--- config.mk ---
export PLATFORM = sky130hd
export DESIGN_NAME = ahb_matrix_out_stage_2in
export DESIGN_NICKNAME = d
export VERILOG_FILES = /design/src/rtl/ahb_matrix_out_stage_2in.sv
export SDC_FILE = /design/constraint.sdc
export NUM_CORES = 1
export LEC_CHECK = 0
export CORE_AREA = 4 4 92 94
export CTS_CLUSTER_DIAMETER = 30
export DETAILED_ROUTE_END_ITERATION = 6
export DIE_AREA = 0 0 96 98
export DONT_BUFFER_PORTS = 1
export GPL_TIMING_DRIVEN = 0
export MAX_ROUTING_LAYER = met4
export PLACE_DENSITY = 0.38
export SYNTH_ARGS = -nofsm -noshare
export SYNTH_HDL_FRONTEND = slang
export SYNTH_SLANG_ARGS = --single-unit
--- constraint.sdc ---
create_clock -name HCLK -period 2.9 [get_ports HCLK]
set_input_delay 0.58 -clock HCLK [delete_from_list [all_inputs] [get_ports HCLK]]
set_output_delay 0.58 -clock HCLK [all_outputs]
set_load 0.1 [all_outputs]
--- src/rtl/ahb_matrix_out_stage_2in.sv ---
// Slave-port output stage of a two-input AHB bus matrix: arbitrates the decoder
// requests (round-robin or fixed priority, with burst/lock hold) and drives one master port.
module ahb_matrix_out_stage_2in #(
    parameter int unsigned ADDR_W    = 32,
    parameter int unsigned DATA_W    = 32,
    parameter bit          FIXED_PRI = 1'b0
) (
    input  logic              HCLK,
    input  logic              HRESETn,

    input  logic              sel_op0,
    input  logic [ADDR_W-1:0] addr_op0,
    input  logic [1:0]        trans_op0,
    input  logic              write_op0,
    input  logic [2:0]        size_op0,
    input  logic [2:0]        burst_op0,
    input  logic [3:0]        prot_op0,
    input  logic              lock_op0,
    input  logic [DATA_W-1:0] wdata_op0,

    input  logic              sel_op1,
    input  logic [ADDR_W-1:0] addr_op1,
    input  logic [1:0]        trans_op1,
    input  logic              write_op1,
    input  logic [2:0]        size_op1,
    input  logic [2:0]        burst_op1,
    input  logic [3:0]        prot_op1,
    input  logic              lock_op1,
    input  logic [DATA_W-1:0] wdata_op1,

    output logic              active_op0,
    output logic              active_op1,

    output logic              HSELM,
    output logic [ADDR_W-1:0] HADDRM,
    output logic [1:0]        HTRANSM,
    output logic              HWRITEM,
    output logic [2:0]        HSIZEM,
    output logic [2:0]        HBURSTM,
    output logic [3:0]        HPROTM,
    output logic              HMASTLOCKM,
    output logic [DATA_W-1:0] HWDATAM,
    output logic              HREADYMUXM,
    input  logic              HREADYOUTM
);

    localparam logic [1:0] TransIdle = 2'b00;

    logic [1:0] addr_port_q, addr_port_d;
    logic [1:0] data_port_q, data_port_d;
    logic       last_port_q, last_port_d;

    logic [1:0] free_grant;
    logic [1:0] next_grant;
    logic       owner_hold;

    // BUSY (01) and SEQ (11) both have trans[0] set: the owner is mid-burst.
    assign owner_hold = (addr_port_q[0] & sel_op0 & (trans_op0[0] | lock_op0)) |
                        (addr_port_q[1] & sel_op1 & (trans_op1[0] | lock_op1));

    always_comb begin
        free_grant = 2'b00;
        if (FIXED_PRI) begin
            if (sel_op0) begin
                free_grant = 2'b01;
            end else if (sel_op1) begin
                free_grant = 2'b10;
            end
        end else begin
            if (sel_op0 && sel_op1) begin
                free_grant = last_port_q ? 2'b01 : 2'b10;
            end else if (sel_op0) begin
                free_grant = 2'b01;
            end else if (sel_op1) begin
                free_grant = 2'b10;
            end
        end
    end

    assign next_grant = owner_hold ? addr_port_q : free_grant;

    always_comb begin
        addr_port_d = addr_port_q;
        data_port_d = data_port_q;
        last_port_d = last_port_q;
        if (HREADYOUTM) begin
            addr_port_d = next_grant;
            if (next_grant != 2'b00) begin
                last_port_d = next_grant[1];
            end
            data_port_d = (HSELM && HTRANSM[1]) ? addr_port_q : 2'b00;
        end
    end

    always_ff @(posedge HCLK or negedge HRESETn) begin
        if (!HRESETn) begin
            addr_port_q <= 2'b00;
            data_port_q <= 2'b00;
            last_port_q <= 1'b1;
        end else begin
            addr_port_q <= addr_port_d;
            data_port_q <= data_port_d;
            last_port_q <= last_port_d;
        end
    end

    // Address-phase mux; 11 is unreachable and driven X to make corruption visible.
    always_comb begin
        HSELM      = 1'b0;
        HADDRM     = '0;
        HTRANSM    = TransIdle;
        HWRITEM    = 1'b0;
        HSIZEM     = 3'b000;
        HBURSTM    = 3'b000;
        HPROTM     = 4'b0000;
        HMASTLOCKM = 1'b0;
        unique case (addr_port_q)
            2'b00: ;
            2'b01: begin
                HSELM      = sel_op0;
                HADDRM     = addr_op0;
                HTRANSM    = sel_op0 ? trans_op0 : TransIdle;
                HWRITEM    = write_op0;
                HSIZEM     = size_op0;
                HBURSTM    = burst_op0;
                HPROTM     = prot_op0;
                HMASTLOCKM = lock_op0;
            end
            2'b10: begin
                HSELM      = sel_op1;
                HADDRM     = addr_op1;
                HTRANSM    = sel_op1 ? trans_op1 : TransIdle;
                HWRITEM    = write_op1;
                HSIZEM     = size_op1;
                HBURSTM    = burst_op1;
                HPROTM     = prot_op1;
                HMASTLOCKM = lock_op1;
            end
            default: begin
                HSELM      = 1'bx;
                HADDRM     = 'x;
                HTRANSM    = 2'bxx;
                HWRITEM    = 1'bx;
                HSIZEM     = 3'bxxx;
                HBURSTM    = 3'bxxx;
                HPROTM     = 4'bxxxx;
                HMASTLOCKM = 1'bx;
            end
        endcase
    end

    always_comb begin
        HWDATAM = '0;
        unique case (data_port_q)
            2'b00:   HWDATAM = '0;
            2'b01:   HWDATAM = wdata_op0;
            2'b10:   HWDATAM = wdata_op1;
            default: HWDATAM = 'x;
        endcase
    end

    assign active_op0 = addr_port_q[0];
    assign active_op1 = addr_port_q[1];
    assign HREADYMUXM = HREADYOUTM;

endmodule

Yosys cells after proc, flatten, opt, wreduce, memory -nomap -nowiden
Index checks and enable logic that the tools add are counted.

cells by class
  equal/unequal tests = 4
  muxes and demuxes = 17
  bitwise logic cells = 7
  reduce and logical (&&, ||, !) cells = 6

operator list
  operator                                        number
  case mux 32 bit (3 select lines)                2
  case mux 3 bit (3 select lines)                 2
  two-way mux 2 bit                               8
  case mux 4 bit (3 select lines)                 1
  case mux 1 bit (3 select lines)                 3
  case mux 2 bit (3 select lines)                 1
  bitwise AND 1 bit                               4
  == test 2 x 1 -> 1 bit (second input constant)  2
  == test 2 bit (second input constant)           2
  zero test 2 bit                                 2
  bitwise OR 1 bit                                3
  logical AND 1 bit                               2
  AND reduction 2 bit                             1
  nonzero test 2 bit                              1

storage, ports and cells
  register bits = 5
  bits of input ports = 161
  output and inout bits = 82
  word-level logic and storage cells = 37

Depth between registers and ports, before layout
Gate-level depths: netlist of run 1.

  depth after elaboration = 6
  mapped depth = 6
  mapped depth without buffers = 5

Worst setup path after synthesis of run 1
OpenSTA, ideal clock, no wires.

  path type = reg2out
  start point = register addr_port_q[1]
  end point = output port HTRANSM[0]
  arrival time = 3.162 ns
  data required time = 2.320 ns
  path slack = -0.842 ns
  cell stages (with the launch flop) = 6
  path buffers = 2
  cells stage by stage = dfrtp_1 ha_1 buf_4 buf_2 nand3_1 a21oi_1

on the way
  word-level cells in the longest chain between the ends = 2
  elaborated cells on any way between the ends = 4
  those cells by class = eq/ne: 2; mux: 1; reduce/logical: 1

RTL lines
  what                                         RTL line  text
  start, declared                              49        logic [1:0] addr_port_q, addr_port_d;
  start signal, assigned                       101       addr_port_q <= addr_port_d;
  == test 2 bit, or another cell as far along  117       unique case (addr_port_q)
  case mux 2 bit (3 select lines) (*)          117
  end, declared                                36        output logic [1:0] HTRANSM,

Every way passes the cells marked *; elsewhere a longest branch is shown, timed or not.

Worst setup path in the final report of run 1
  start point = register data_port_q[0]
  end point = output port HWDATAM[20]

on the way
  word-level cells in the longest chain between the ends = 2
  elaborated cells on any way between the ends = 4
  those cells by class = eq/ne: 2; mux: 1; reduce/logical: 1

RTL lines
  what                                         RTL line  text
  start, declared                              50        logic [1:0] data_port_q, data_port_d;
  start signal, assigned                       102       data_port_q <= data_port_d;
  == test 2 bit, or another cell as far along  154       unique case (data_port_q)
  case mux 32 bit (3 select lines) (*)         154
  end, declared                                42        output logic [DATA_W-1:0] HWDATAM,

Marked as above.

==> results of run 1 <==
==> cells by family (layout without fill, tap and decap cells) <==
family                     Yosys count  after routing  synth area share [%]
and+or+nand+nor                     87             87                  25.2
DFF                                  5              5                  9.32
adders and majority gates            5              5                  4.61
AOI/OAI and AO/OA                   92             92                  50.6
buffers and inverters               30             34                  10.3
==> registers in the layout, indices dropped and copies added, names as in the netlist <==
| signal | flops |
|---|---|
| data_port_q | 2 |
| addr_port_q | 2 |
| last_port_q | 1 |
==> how the worst max path moves through the flow <==
stage / cells past startpoint / to / slack (ns)
3_3_place_gp: 5 / HADDRM[16] / -0.28
3_5_place_dp: 5 / HADDRM[16] / -0.31
6_report: 4 / HWDATAM[20] / 0.06
2_1_floorplan: 4 / HADDRM[11] / -0.06
5_1_grt: 4 / HWDATAM[20] / -0.07
4_1_cts: 5 / HADDRM[27] / -0.1
==> critical path: stages (launching register included) <==
cell	delay [ns]
dfrtp_1	0.33
inv_1	0.06
ha_1	0.37
clkbuf_1	0.32
nor2_2	0.94
==> cells in the final DEF, fill, tap and decap left out, types with 2 or more instances in the layout <==
cell / n
buf_2: 7
o22ai_1: 2
nor2_2: 31
dfrtp_1: 2
clkbuf_4: 4
nor2_4: 46
inv_1: 2
dfrtp_4: 2
nand2_1: 2
ha_1: 5
clkbuf_1: 5
nand3_1: 4
buf_6: 6
clkbuf_8: 3
a21oi_4: 2
inv_2: 2
o211ai_1: 2
a22oi_1: 77
buf_4: 5
==> routing by layer <==
layer	GRT usage, %	vias up	part of all wire, %	wire length (um)
met3	2.70	8	10	667
li1	-	827	-	-
met2	22.3	140	51	3440
met1	15.3	866	38	2550
met4	1.86	0	0.54	36
met5	-	-	0	0
==> area by class of cell <==
type | instances | area [sq um] | share of cell area, %
Tap cell | 102 | 128 | 6.25
Clock buffer | 4 | 45.0 | 2.21
Inverter | 4 | 15.0 | 0.735
Multi-Input combinational cell | 184 | 1540 | 75.2
Sequential cell | 5 | 134 | 6.56
Buffer | 26 | 185 | 9.07
==> report_power, final <==
group          leakage [nW]  switching, mW  internal [mW]  total (mW)
logic                 0.387           1.55          0.314        1.86
clock network        0.0228         0.0346         0.0944       0.129
registers            0.0610         0.0698         0.0920       0.162
==> timing repair <==
action	CTS	global route
hold buffers	0	0
pin swaps	23	14
endpoints found under the setup margin	47	75
endpoints found under the hold margin	0	0
resized for setup	54	20
buffers inserted	0	0
==> run summary, run 1 <==
Synth top area cells - a22oi_1, nor2_1, dfrtp_1
Routability congestion estimate - 0.782
Setup crit end kind - output pin
Worst path arrival time - 2.26 ns
Placed Instances - 321
Dominant cell type by area after synthesis - a22oi_1
Routed WL per cell - 20.6 um
Status - completed
CTS buffer count - 3
Worst path required time - 2.32 ns
WHS - 0.0525 ns
Critical Path Source - data_port_q[0]
Top post-synthesis cells by count - a22oi_1, nor2_1, buf_2
First-pass GRT wire length - 9560 um
Synth warn - 0
Fillers - 851
Tot Pwr - 2.15 mW
Die footprint - 9410 sq um
DR pass1 iterations - 4
Total Nets Final - 390
Post-DP HPWL - 5620 um
Post-Route WL - 6690 um
Final Hold Viols - 0
Asr flop ratio synth - 100%
DR vias - 1841
Post-synthesis sequential area ratio - 9.32%
Design area - 2040 sq um
Yosys top cell area share - 42.6%
Drc violations - 0
Fin cells - 325
Area grow syn2layout - 50.6%
Least-Margin Pin Slew - 1.11 ns
Relative slew slack - 25.9%
Synth cell types - 27
Worst reg2reg path endpoint - data_port_q[0]
Initial core utilization - 17.7%
Io pins - 243
Clk_lat worst skew - 0.22 ns
Grt total ovfl - 0
Top FF cell, synth - dfrtp_1
Clock-pin slew on the worst setup and hold paths - 0.04 ns
Total of max-cap violations - 0
VDD IR max - 639 uV
FP Rows - 32
Syn avg cell area - 6.19 sq um
Crit start category - register
DRT iter0 DRCs - 103
Core box area - 7650 sq um
Register bit count reported by yosys - 5
Post-layout minimum cycle time - 2.84 ns
Hold WC Path Type - in -> async
RSZ-0062 raised after global routing - true
Final Skew - 0.00235 ns
Chip height - 98 um
Final worst setup slack - 0.0597 ns
Leak pwr - 0.471 nW
Ant diodes - 0
WS Path Type - reg -> out
Via density - 5.66
All-Layer GR Usage - 12.8%
Post-synth EDFFs - 0
Layout cell share with drive strength beyond 1 - 49.3%
Synthesized area - 1360 sq um
Crit path max fanout - 10
Dpl cell area - 1750 sq um
Initial antenna violation count - 0
Reg2Reg Launch Point - addr_port_q[1]
Cell area power density - 1060 nW/um^2
Clock buffer depth - 2
Vias in the first global route - 1858
CTS root buf - clkbuf_8
Largest net degree at the start of global routing - 11
H-tree levels - 1
Setup slack on the worst flop-to-flop path - 1.06 ns
CTS tree - built
Final period util - 97.9%
Synthesized instance count - 219
Clock sinks - 5
Final Util - 26.7%
ANT nets after route - 0
Setup-failing EPs final - 0
Post-Syn Nets - 385
Highest Clock Rate - 352 MHz
I/O Buffers - 0
Setup TNS - 0 ns
Worst R2R Path Depth - 6
Place WS - -0.308 ns
Max-slew violation count - 0
DIE WIDTH - 96 um
(Power assumes the default switching activity.)
==> run 2: changes to the inputs <==
--- a/config.mk
+++ b/config.mk
@@ -12,7 +12,7 @@
 export DONT_BUFFER_PORTS = 1
 export GPL_TIMING_DRIVEN = 0
 export MAX_ROUTING_LAYER = met4
-export PLACE_DENSITY = 0.38
+export SKIP_CTS_REPAIR_TIMING = 1
 export SYNTH_ARGS = -nofsm -noshare
 export SYNTH_HDL_FRONTEND = slang
 export SYNTH_SLANG_ARGS = --single-unit
==> run 2 against run 1 <==
Final cell count did not move. Clock skew is 0.00055 ns higher. Cell area up 0.43%. Power about the same. Maximum frequency down 1.7%. Sequential cell count unchanged. Via count rose by 1.6%. Register-to-register slack better by 0.02 ns. Worst hold slack gained 0.0021 ns. Worst setup slack got worse by 0.048 ns. Non-clock buffer count unchanged. First-iteration DRC count is 35% lower.
==> run summary, run 2 (synthesized netlist as in run 1, its figures left out) <==
Status - completed
WS Path Type - reg -> out
Initial antenna violation count - 0
CTS tree - built
Core box area - 7650 sq um
Dpl cell area - 1750 sq um
Worst path arrival time - 2.31 ns
Clock-pin slew on the worst setup and hold paths - 0.04 ns
Least-Margin Pin Slew - 1.08 ns
Final period util - 99.6%
Routability congestion estimate - 0.792
DRT iter0 DRCs - 67
Top flop regs - addr_port_q: 2 flops, data_port_q: 2 flops, last_port_q: 1 flops
Setup-failing EPs final - 0
First-pass GRT wire length - 9830 um
Most common cell after layout, fill and taps aside - a22oi_1
Worst path required time - 2.32 ns
FP Rows - 32
Sw frac - 77.5%
Seq pwr share - 7.4%
Final Hold Viols - 0
NetSw - 1.67 mW
Setup slack on the worst flop-to-flop path - 1.08 ns
I/O Buffers - 0
Final Skew - 0.00290 ns
WHS - 0.0546 ns
Setup crit end kind - output pin
Sequential standard cell area - 134 sq um
ANT nets after route - 0
Via density - 5.75
Worst reg2reg path endpoint - data_port_q[0]
Drc violations - 0
Chip height - 98 um
Clk_lat worst skew - 0.22 ns
CTS root buf - clkbuf_8
Most frequent cells in the layout - a22oi_1, nor2_4, nor2_2, clkbuf_4, buf_2
Total of max-cap violations - 0
Worst R2R Path Depth - 6
Vias in the first global route - 1783
Die footprint - 9410 sq um
CTS buffer count - 3
DR pass1 iterations - 4
H-tree levels - 1
Post-Route WL - 7210 um
Max-slew violation count - 0
Post-layout minimum cycle time - 2.89 ns
Grt total ovfl - 0
Clk pwr share - 6.0%
Highest Clock Rate - 346 MHz
Post-DP HPWL - 6180 um
Reg2Reg Launch Point - addr_port_q[1]
Multi-input gate area - 1560 sq um
Initial core utilization - 17.7%
DIE WIDTH - 96 um
DR vias - 1870
Cell area power density - 1050 nW/um^2
Area grow syn2layout - 51.2%
Relative slew slack - 28.1%
Power Internal - 0.485 mW
Clock sinks - 5
Part of the power in combinational logic - 86.6%
Crit start category - register
Final Util - 26.8%
Fillers - 835
Design area - 2050 sq um
Largest net degree at the start of global routing - 11
VDD IR max - 462 uV
Ant diodes - 0
Io pins - 243
Crit path max fanout - 10
Routed WL per cell - 22.2 um
Layout cell share with drive strength beyond 1 - 49.3%
All-Layer GR Usage - 13.4%
Leak pwr - 0.462 nW
Clock buffer depth - 2
Setup TNS - 0 ns
RSZ-0062 raised after global routing - true
Hold WC Path Type - in -> async
Total Nets Final - 390
==> run 2: final cells by class <==
type / count / area share, %
multi-input combinational: 184 / 75.8
buffer: 26 / 8.48
sequential: 5 / 6.53
tap: 102 / 6.22
clock buffer: 4 / 2.20
inverter: 4 / 0.732
==> run 2: worst max path at each step <==
stage / startpoint / to / cells past startpoint
after floorplan: addr_port_q[1] / HADDRM[11] / 4
after global routing: data_port_q[0] / HWDATAM[10] / 4
after CTS: addr_port_q[0] / HADDRM[29] / 5
after global placement: addr_port_q[0] / HADDRM[30] / 5
after detailed placement: addr_port_q[0] / HADDRM[29] / 5
final: data_port_q[0] / HWDATAM[31] / 4
==> run 2: power groups by stage <==
stage | logic (mW) | clock network [mW] | registers (mW)
after floorplan | 1.51 | 0 | 0.152
after global placement | 1.62 | 0 | 0.158
after detailed placement | 1.64 | 0 | 0.158
after CTS | 1.64 | 0.132 | 0.157
after global routing | 1.93 | 0.139 | 0.164
final | 1.87 | 0.129 | 0.160
==> run 2: critical path: stages (launching register included) <==
cell      delay (ns)
dfrtp_1         0.34
inv_1           0.07
ha_1            0.38
clkbuf_1        0.36
nor2_2          0.94
==> run 2: per-stage QoR <==
step                std cells  setup WS [ns]  total power [mW]
global placement          321         -0.293              1.78
global route              325        -0.0959              2.23
CTS                       325         -0.556              1.93
detailed placement        321         -0.309              1.80
finish                    325         0.0119              2.16
floorplan                 219        -0.0631              1.66
==> run 2: metal layers <==
metal | wire [um] | global-route usage [%] | up-vias | share of wire (%)
met5 | 0 | - | - | 0
met4 | 44 | 0.766 | 0 | 0.61
met3 | 456 | 2.54 | 4 | 6.3
met2 | 3600 | 20.0 | 103 | 50
met1 | 3100 | 19.6 | 930 | 43
li1 | - | - | 833 | -
==> run 3: changes to the inputs <==
--- a/config.mk
+++ b/config.mk
@@ -12,6 +12,7 @@
 export DONT_BUFFER_PORTS = 1
 export GPL_TIMING_DRIVEN = 0
 export MAX_ROUTING_LAYER = met4
+export REMOVE_ABC_BUFFERS = 1
 export SKIP_CTS_REPAIR_TIMING = 1
 export SYNTH_ARGS = -nofsm -noshare
 export SYNTH_HDL_FRONTEND = slang
==> constraint.sdc (replaced) <==
create_clock -name HCLK -period 2.9 [get_ports HCLK]
set_input_delay 0.58 -clock HCLK [delete_from_list [all_inputs] [get_ports HCLK]]
set_output_delay 0.58 -clock HCLK [all_outputs]
set_load 0.01 [all_outputs]
==> run 3 against run 2 <==
Die area stayed put. Non-clock buffer count shrank 26. Power shrank 66%. Sequential cell count stayed put. Maximum frequency up 8.7%. Sequential power fell by 32%. Combinational power is 74% lower. Critical path type unchanged. Largest cell class unchanged. Highest routed layer unchanged.
==> run summary, run 3 (synthesized netlist as in run 1, its figures left out) <==
Status - completed
CP top delay family - adder cells
Fillers - 868
Post-DP HPWL - 5700 um
Layout cell share with drive strength beyond 1 - 3.55%
NetSw - 0.407 mW
Critical Path Source - addr_port_q[0]
Chip height - 98 um
Relative slew slack - 29.6%
Initial antenna violation count - 2
Area grow syn2layout - 4.24%
Grt total ovfl - 0
Core box area - 7650 sq um
Crit path max fanout - 47
Highest Clock Rate - 376 MHz
I/O Buffers - 0
All-Layer GR Usage - 12.3%
CTS root buf - clkbuf_8
Leak pwr - 0.345 nW
Clk_lat worst skew - 0.22 ns
Design area - 1410 sq um
Sw frac - 55.7%
Io pins - 243
Final Skew - 0.00235 ns
Sequential standard cell area - 126 sq um
Vias in the first global route - 1535
Worst reg2reg path endpoint - data_port_q[1]
DR pass1 iterations - 5
VDD IR max - 283 uV
Clock sinks - 5
Crit path to - HSIZEM[0]
First-pass GRT wire length - 8650 um
Setup slack on the worst flop-to-flop path - 0.80 ns
H-tree levels - 1
Most frequent cells in the layout - a22oi_1, nor2_1, inv_1, nand3_1, dfrtp_1
WP buf/inv - 1
Clock buffer depth - 2
Dpl cell area - 1360 sq um
Via density - 5.92
Top flop regs - addr_port_q: 2 flops, data_port_q: 2 flops, last_port_q: 1 flops
WP depth - 4
Part of the power in combinational logic - 67.8%
ANT nets after route - 0
Least-Margin Pin Slew - 1.06 ns
Crit start category - register
Drc violations - 0
Hold WC Path Type - in -> async
DIE WIDTH - 96 um
Die footprint - 9410 sq um
Worst path slowest cell - ha_2
Initial core utilization - 17.7%
Largest net degree at the start of global routing - 49
WHS - 0.0563 ns
Post-Route WL - 6610 um
FP Rows - 32
Post-layout minimum cycle time - 2.66 ns
Seq pwr share - 14.9%
Total Nets Final - 364
DRT iter0 DRCs - 90
Total of max-cap violations - 0
Final period util - 91.6%
Multi-input gate area - 1090 sq um
Setup crit end kind - output pin
DR vias - 1781
Clk pwr share - 17.3%
Routability congestion estimate - 0.746
Worst R2R Path Depth - 5
Setup-failing EPs final - 0
Slowest stage delay, CP - 0.72 ns
WS Path Type - reg -> out
CTS buffer count - 3
Routed WL per cell - 22.0 um
RSZ-0062 raised after global routing - false
Clock-pin slew on the worst setup and hold paths - 0.03 ns
Reg2Reg Launch Point - addr_port_q[0]
Worst path arrival time - 2.08 ns
Crit-path cells - inv_1 -> ha_2 -> a22oi_1 -> nor2_1
Worst path required time - 2.32 ns
Final Hold Viols - 0
Cell area power density - 517 nW/um^2
CTS tree - built
Power Internal - 0.323 mW
Setup TNS - 0 ns
Max-slew violation count - 0
[run 3: per-stage QoR]
stage	setup slack [ns]	util, %	total power [mW]	cells
finish	0.243	18.5	0.730	301
global route	0.0562	18.5	0.807	301
CTS	-0.240	18.4	0.729	299
detailed placement	-0.00729	17.8	0.599	295
global placement	0.0874	17.8	0.581	295
floorplan	0.424	-	0.511	193
[run 3: how the worst min path moves through the flow]
| stage | startpoint | to | slack, ns | cells past startpoint |
|---|---|---|---|---|
| 4_1_cts | HRESETn | data_port_q[1] | 0.05 | 0 |
| 5_1_grt | HRESETn | addr_port_q[1] | 0.04 | 0 |
| 3_3_place_gp | HRESETn | addr_port_q[1] | 0.28 | 0 |
| 6_report | HRESETn | data_port_q[1] | 0.06 | 0 |
| 2_1_floorplan | HRESETn | addr_port_q[0] | 0.28 | 0 |
| 3_5_place_dp | HRESETn | addr_port_q[0] | 0.28 | 0 |
[run 3: area by class of cell]
type                       instances  share of cell area, %
inverter                           4                   1.06
clock buffer                       4                   3.19
antenna                            2                  0.354
multi-input combinational        184                   77.4
sequential                         5                   8.94
tap                              102                   9.03
[run 3: layer usage]
layer	track usage (%)	wire length [um]	up-vias
met2	22.2	3370	182
li1	-	-	773
met1	13.7	2370	822
met5	-	0	-
met4	1.97	35	0
met3	2.62	829	4
[run 3: power groups by stage]
stage,Clock (mW),Sequential (mW),Combinational (mW)
after floorplan,0,0.103,0.407
final,0.126,0.109,0.495
after global placement,0,0.107,0.474
after CTS,0.130,0.109,0.490
after detailed placement,0,0.110,0.489
after global routing,0.137,0.111,0.559
